[src/rtl/breg_pkg.sv]
// rtl/breg_pkg.sv - shared types and width defaults for the breg command sequencer
package breg_pkg;

    localparam int DATA_W_DEF = 8;
    localparam int ADDR_W_DEF = 2;

    typedef enum logic [1:0] {
        OP_LOAD = 2'd0,
        OP_MOV  = 2'd1,
        OP_ADD  = 2'd2,
        OP_SUB  = 2'd3
    } op_t;

    typedef enum logic [1:0] {
        S_IDLE  = 2'd0,
        S_READ  = 2'd1,
        S_WRITE = 2'd2
    } state_t;

endpackage

[src/rtl/breg.sv]
// rtl/breg.sv - 4x8 register file, two combinational read ports, active-low write enable
module breg
    import breg_pkg::*;
#(
    parameter int DATA_W = DATA_W_DEF,
    parameter int ADDR_W = ADDR_W_DEF
) (
    input  logic              clk,
    input  logic              rst_n,
    input  logic [ADDR_W-1:0] add_rd0,
    input  logic [ADDR_W-1:0] add_rd1,
    output logic [DATA_W-1:0] rd0,
    output logic [DATA_W-1:0] rd1,
    input  logic [ADDR_W-1:0] add_wr,
    input  logic [DATA_W-1:0] wr_data,
    input  logic              wr_en
);

    localparam int REGS = 1 << ADDR_W;

    logic [DATA_W-1:0] regs_q [REGS];

    always_ff @(posedge clk) begin
        if (!rst_n) begin
            for (int i = 0; i < REGS; i++) regs_q[i] <= '0;
        end else if (!wr_en) begin
            regs_q[add_wr] <= wr_data;
        end
    end

    assign rd0 = regs_q[add_rd0];
    assign rd1 = regs_q[add_rd1];

endmodule

[src/rtl/breg_alu.sv]
// rtl/breg_alu.sv - combinational result and carry/borrow for one register-transfer op
module breg_alu
    import breg_pkg::*;
#(
    parameter int DATA_W = DATA_W_DEF
) (
    input  op_t               op_i,
    input  logic [DATA_W-1:0] op0_i,
    input  logic [DATA_W-1:0] op1_i,
    input  logic [DATA_W-1:0] imm_i,
    output logic [DATA_W-1:0] result_o,
    output logic              carry_o
);

    logic [DATA_W:0] sum;
    logic [DATA_W:0] diff;

    // The top bit of the widened difference is the borrow, i.e. op0 < op1.
    assign sum  = {1'b0, op0_i} + {1'b0, op1_i};
    assign diff = {1'b0, op0_i} - {1'b0, op1_i};

    always_comb begin
        result_o = imm_i;
        carry_o  = 1'b0;
        unique case (op_i)
            OP_LOAD: result_o = imm_i;
            OP_MOV:  result_o = op0_i;
            OP_ADD: begin
                result_o = sum[DATA_W-1:0];
                carry_o  = sum[DATA_W];
            end
            OP_SUB: begin
                result_o = diff[DATA_W-1:0];
                carry_o  = diff[DATA_W];
            end
            default: result_o = imm_i;
        endcase
    end

endmodule

[src/rtl/breg_sys.sv]
// rtl/breg_sys.sv - sequencer wired to its register file for integration use
module breg_sys
    import breg_pkg::*;
#(
    parameter int DATA_W = DATA_W_DEF,
    parameter int ADDR_W = ADDR_W_DEF
) (
    input  logic              clk,
    input  logic              rst_n,
    input  logic              cmd_valid,
    output logic              cmd_ready,
    input  logic [1:0]        cmd_op,
    input  logic [ADDR_W-1:0] cmd_dst,
    input  logic [ADDR_W-1:0] cmd_src0,
    input  logic [ADDR_W-1:0] cmd_src1,
    input  logic [DATA_W-1:0] cmd_imm,
    output logic              done,
    output logic              flag_c
);

    logic [ADDR_W-1:0] add_rd0, add_rd1, add_wr;
    logic [DATA_W-1:0] rd0, rd1, wr_data;
    logic              wr_en;

    breg_ctrl #(.DATA_W(DATA_W), .ADDR_W(ADDR_W)) u_ctrl (
        .clk       (clk),
        .rst_n     (rst_n),
        .cmd_valid (cmd_valid),
        .cmd_ready (cmd_ready),
        .cmd_op    (cmd_op),
        .cmd_dst   (cmd_dst),
        .cmd_src0  (cmd_src0),
        .cmd_src1  (cmd_src1),
        .cmd_imm   (cmd_imm),
        .add_rd0   (add_rd0),
        .add_rd1   (add_rd1),
        .rd0       (rd0),
        .rd1       (rd1),
        .add_wr    (add_wr),
        .wr_data   (wr_data),
        .wr_en     (wr_en),
        .done      (done),
        .flag_c    (flag_c)
    );

    breg #(.DATA_W(DATA_W), .ADDR_W(ADDR_W)) u_breg (
        .clk     (clk),
        .rst_n   (rst_n),
        .add_rd0 (add_rd0),
        .add_rd1 (add_rd1),
        .rd0     (rd0),
        .rd1     (rd1),
        .add_wr  (add_wr),
        .wr_data (wr_data),
        .wr_en   (wr_en)
    );

endmodule

[src/rtl/breg_ctrl.sv]
// rtl/breg_ctrl.sv - IDLE/READ/WRITE sequencer mastering the register-file ports
module breg_ctrl
    import breg_pkg::*;
#(
    parameter int DATA_W = DATA_W_DEF,
    parameter int ADDR_W = ADDR_W_DEF
) (
    input  logic              clk,
    input  logic              rst_n,
    input  logic              cmd_valid,
    output logic              cmd_ready,
    input  logic [1:0]        cmd_op,
    input  logic [ADDR_W-1:0] cmd_dst,
    input  logic [ADDR_W-1:0] cmd_src0,
    input  logic [ADDR_W-1:0] cmd_src1,
    input  logic [DATA_W-1:0] cmd_imm,
    output logic [ADDR_W-1:0] add_rd0,
    output logic [ADDR_W-1:0] add_rd1,
    input  logic [DATA_W-1:0] rd0,
    input  logic [DATA_W-1:0] rd1,
    output logic [ADDR_W-1:0] add_wr,
    output logic [DATA_W-1:0] wr_data,
    output logic              wr_en,
    output logic              done,
    output logic              flag_c
);

    state_t            state_q, state_d;
    op_t               op_q;
    logic [ADDR_W-1:0] dst_q, src0_q, src1_q;
    logic [DATA_W-1:0] imm_q, op0_q, op1_q;
    logic              flag_q, done_q;
    logic [DATA_W-1:0] alu_result;
    logic              alu_carry;

    always_ff @(posedge clk) begin
        if (!rst_n) begin
            state_q <= S_IDLE;
        end else begin
            state_q <= state_d;
        end
    end

    always_comb begin
        state_d = state_q;
        unique case (state_q)
            S_IDLE:  if (cmd_valid) state_d = S_READ;
            S_READ:  state_d = S_WRITE;
            S_WRITE: state_d = S_IDLE;
            default: state_d = S_IDLE;
        endcase
    end

    // A reset edge must never coincide with a register-file write.
    always_comb begin
        cmd_ready = (state_q == S_IDLE);
        wr_en     = !((state_q == S_WRITE) && rst_n);
    end

    always_ff @(posedge clk) begin
        if (!rst_n) begin
            op_q   <= OP_LOAD;
            dst_q  <= '0;
            src0_q <= '0;
            src1_q <= '0;
            imm_q  <= '0;
            op0_q  <= '0;
            op1_q  <= '0;
            flag_q <= 1'b0;
            done_q <= 1'b0;
        end else begin
            done_q <= (state_q == S_WRITE);
            if (state_q == S_IDLE && cmd_valid) begin
                op_q   <= op_t'(cmd_op);
                dst_q  <= cmd_dst;
                src0_q <= cmd_src0;
                src1_q <= cmd_src1;
                imm_q  <= cmd_imm;
            end
            if (state_q == S_READ) begin
                op0_q <= rd0;
                op1_q <= rd1;
            end
            if (state_q == S_WRITE && (op_q == OP_ADD || op_q == OP_SUB)) begin
                flag_q <= alu_carry;
            end
        end
    end

    breg_alu #(.DATA_W(DATA_W)) u_alu (
        .op_i     (op_q),
        .op0_i    (op0_q),
        .op1_i    (op1_q),
        .imm_i    (imm_q),
        .result_o (alu_result),
        .carry_o  (alu_carry)
    );

    assign add_rd0 = src0_q;
    assign add_rd1 = src1_q;
    assign add_wr  = dst_q;
    assign wr_data = alu_result;
    assign done    = done_q;
    assign flag_c  = flag_q;

endmodule

[config.mk]
export PLATFORM = sky130hd
export DESIGN_NAME = breg_sys
export DESIGN_NICKNAME = d
export VERILOG_FILES = /design/src/rtl/breg_pkg.sv /design/src/rtl/breg.sv /design/src/rtl/breg_alu.sv /design/src/rtl/breg_sys.sv /design/src/rtl/breg_ctrl.sv
export SDC_FILE = /design/constraint.sdc
export NUM_CORES = 1
export LEC_CHECK = 0
export CAP_MARGIN = 20
export CORE_ASPECT_RATIO = 1.25
export CORE_UTILIZATION = 45
export DETAILED_ROUTE_END_ITERATION = 6
export DONT_BUFFER_PORTS = 1
export PLACE_DENSITY = 0.7
export SLEW_MARGIN = 30
export SYNTH_ARGS = -nofsm -noshare
export SYNTH_HDL_FRONTEND = slang
export SYNTH_SLANG_ARGS = --single-unit
[constraint.sdc]
create_clock -name clk -period 4.9 [get_ports clk]
set_input_delay 0.49 -clock clk [delete_from_list [all_inputs] [get_ports clk]]
set_output_delay 0.49 -clock clk [all_outputs]
set_load 0.05 [all_outputs]
==> results_dict.tcl <==
set metrics [dict create \
    status "finished with violations" \
    violations_in_the_final_reports "design-rule violations" \
    overflow 0 \
    min-delay-path-class "in -> reg" \
    die_width_microns 84.7 \
    cpMaxStageDelayCell "or4_1" \
    worstPathCellList "inv_1 -> ha_1 -> nand2b_1 -> a2111oi_0 -> or4_1 -> o211a_1 -> nor3_2 -> nor2_1" \
    synthesis.instances 389 \
    switchingPower_w 0.000325 \
    critical_path_class "reg -> reg" \
    finalSetupTns_ns 0 \
    total_clock_buffers_created_by_cts 9 \
    cts-htree-levels 3 \
    fraction_of_layout_instances_using_a_drive_strength_above_1_pct 12.8 \
    power.combinational.fraction_pct 10.1 \
    post_cts_buffers 0 \
    number_of_synthesized_flops_with_an_enable_pin 32 \
    period_share_pct 50.0 \
    holdPathEnd "u_ctrl.state_q[1]" \
    floorplan.die_area_sq_um 8930 \
    max_freq_mhz 408 \
    grt_setup_unrepaired "false" \
    core_area_sq_um 8290 \
    initialDrtViolationCount 135 \
    routed_via_density 5.78 \
    design.final.nets 415 \
    postCtsHoldBufs 0 \
    maximum_number_of_pins_on_one_net_before_global_route_repair 43 \
    net_count_after_synthesis 427 \
    global_route.usage.total_pct 20.4 \
    cts-resized-gates 0 \
    post_synthesis_instance_area_sq_um 3850 \
    synth_top_cells_by_count "77 x nand2_1, 36 x dfxtp_1, 34 x nor2_1" \
    yosysWarningCount 0 \
    post-synth-top-area-cell "edfxtp_1" \
    place.gp.congestion 0.868 \
    cts_buffer_depth 2 \
    share_clk_of_total_power_pct 38.6 \
    start_kind "flop" \
    internal-power_w 0.000945 \
    antenna_found_initial 0 \
    timing.hold.ws_ns 0.269 \
    total_leakage_power_nw 1.47 \
    area_growth_syn_to_layout_pct 6.08 \
    worst_skew_pair.late_latency_ns 0.35 \
    max_cap_viol_count 0 \
    r2r-end "u_breg.regs_q[0][5]" \
    cts_root_buf "clkbuf_8" \
    antenna-diode-count 0 \
    worstMarginPinSlew_ns 1.03 \
    chipHeight_microns 105 \
    regToRegStartpoint "u_ctrl.op1_q[1]" \
    whs_path_depth 1 \
    timing.critical_path.arrival_ns 2.53 \
    place.port_buffers 0 \
    layout.filler_cells 775 \
    synth_most_common_cell "nand2_1" \
    detailedPlacementHpwl_microns 6100 \
    drc 1 \
    hold_violations_final 0 \
    numClockSinks 68 \
    cts_tree "done" \
    synth-seq-area-share_pct 43.7 \
    top_cell_type_s_share_of_synthesized_area_pct 25.0 \
    async_flop_share_pct 0 \
    vdd_drop_max_v 0.000146 \
    crit_path_max_fanout 4 \
    power_per_cell_area_nw_per_um2 311 \
    timing.hold.worst.start "rst_n" \
    cpPeakStageDelay_ns 0.44 \
    avgSynthCellArea_sq_um 9.90 \
    finalCriticalPeriod_ns 2.45 \
    postRouteAntennaNets 0 \
    synthFlopType "dfxtp_1" \
    grt_first_pass_wirelength_microns 13800 \
    wl_per_cell_microns 17.6 \
    clk_pin_slew_ns 0.08 \
    slew_violations 0 \
    routed-via-count 2769 \
    pwr-share-seq_pct 51.2 \
    netlist_top_cells_area "edfxtp_1 25%, dfxtp_1 19%, mux4_2 9.4%" \
    cell_count_post_placement 463 \
    post_layout_nonfiller_instances 479 \
    setup_viol 0 \
    timing.slew.headroom_pct 31.1 \
    rr_worst_depth 8 \
    routed_wirelength_microns 8410 \
    worst_setup_path_end_kind "flop" \
    timing.critical_path.required_ns 4.98 \
    ys_seq_elements 68 \
    grt_pass1_vias 2787 \
    rrSetupSlack_ns 2.45 \
    floorplan.initialDensity_pct 46.5 \
    firstDrtPassIters 6 \
    std_cell_rows 37 \
    fin_skew_ns 0.0105 \
    synth_cell_types 60 \
    io_pins 22 \
    power.share.switching_pct 25.6 \
]
==> kinds of logic after synthesis <==
group | share of synthesized area [%]
flip-flops | 43.7
XOR/XNOR | 0.910
AND/OR/NAND/NOR | 18.3
multiplexers | 10.2
adder cells (fa/ha/maj) | 6.56
AO/OA/AOI/OAI | 15.3
buffers and inverters | 5.10
==> power groups by stage <==
stage          Combinational, W  Clock, W  Sequential [W]
5_1_grt                0.000141  0.000527        0.000655
3_5_place_dp           0.000129         0        0.000664
6_report               0.000128  0.000491        0.000651
3_3_place_gp           0.000126         0        0.000662
4_1_cts                0.000129  0.000498        0.000651
2_1_floorplan          0.000123         0        0.000642
==> cell type report <==
cell class | instances | area, sq um | share of cell area, %
clock buffers | 11 | 154 | 3.77
clock inverters | 5 | 57.6 | 1.41
inverters | 25 | 93.8 | 2.30
multi-input cells | 273 | 1980 | 48.4
flip-flops and latches | 68 | 1680 | 41.2
well taps | 97 | 121 | 2.97
==> through the flow <==
stage	worst slack (ns)	utilization [%]	instance area, sq um	power, W
after floorplan	2.72	-	3850	0.000765
after global placement	2.55	46.7	3870	0.000788
after detailed placement	2.49	46.7	3870	0.000793
after CTS	2.46	49.3	4080	0.00128
after global routing	2.23	49.3	4090	0.00132
final	2.45	49.3	4090	0.00127
==> critical path, delay by kind of cell, from the launching register on <==
family,cells,cell delay (ns)
adders and majority gates,1,0.29
and+or+nand+nor,4,1.09
buffers and inverters,1,0.11
AOI/OAI and AO/OA,2,0.29
DFF,1,0.41
==> layer usage <==
layer	routed length, microns	track usage, %	up-vias	part of all wire [%]
li1	-	-	1344	-
met1	3300	23.3	1324	39
met2	4390	35.8	79	52
met3	427	2.35	22	5.1
met4	299	13.6	0	3.6
met5	0	0	-	0
==> cell usage in the layout, fill, tap and decap left out, drive strengths merged, types with 9 or more instances in the layout <==
cell	count
nor2	34
clkbuf	11
nand2	78
dfxtp	36
edfxtp	32
mux4	16
o21ai	9
inv	25
a21boi	32
ha	17
==> registers in the layout, indices dropped and copies added, names as in the netlist <==
name and cells:
u_ctrl.add_rd1 2, u_ctrl.flag_c 1, u_ctrl.add_wr 2, u_ctrl.done 1
u_breg.regs_q 32, u_ctrl.op_q 2, u_ctrl.op1_q 8, u_ctrl.add_rd0 2
u_ctrl.state_q 2, u_ctrl.imm_q 8, u_ctrl.op0_q 8
==> worst max path at each step <==
stage,cells past startpoint,slack (ns),startpoint,end
5_1_grt,8,2.23,u_ctrl.op1_q[1],u_breg.regs_q[0][5]
3_3_place_gp,8,2.55,u_ctrl.op1_q[1],u_breg.regs_q[1][5]
2_1_floorplan,9,2.72,u_ctrl.op1_q[4],u_breg.regs_q[2][7]
6_report,8,2.45,u_ctrl.op1_q[1],u_breg.regs_q[0][5]
4_1_cts,8,2.46,u_ctrl.op1_q[1],u_breg.regs_q[0][5]
3_5_place_dp,8,2.49,u_ctrl.op1_q[4],u_breg.regs_q[2][7]
Note: power is estimated with default switching activity, not from simulation.
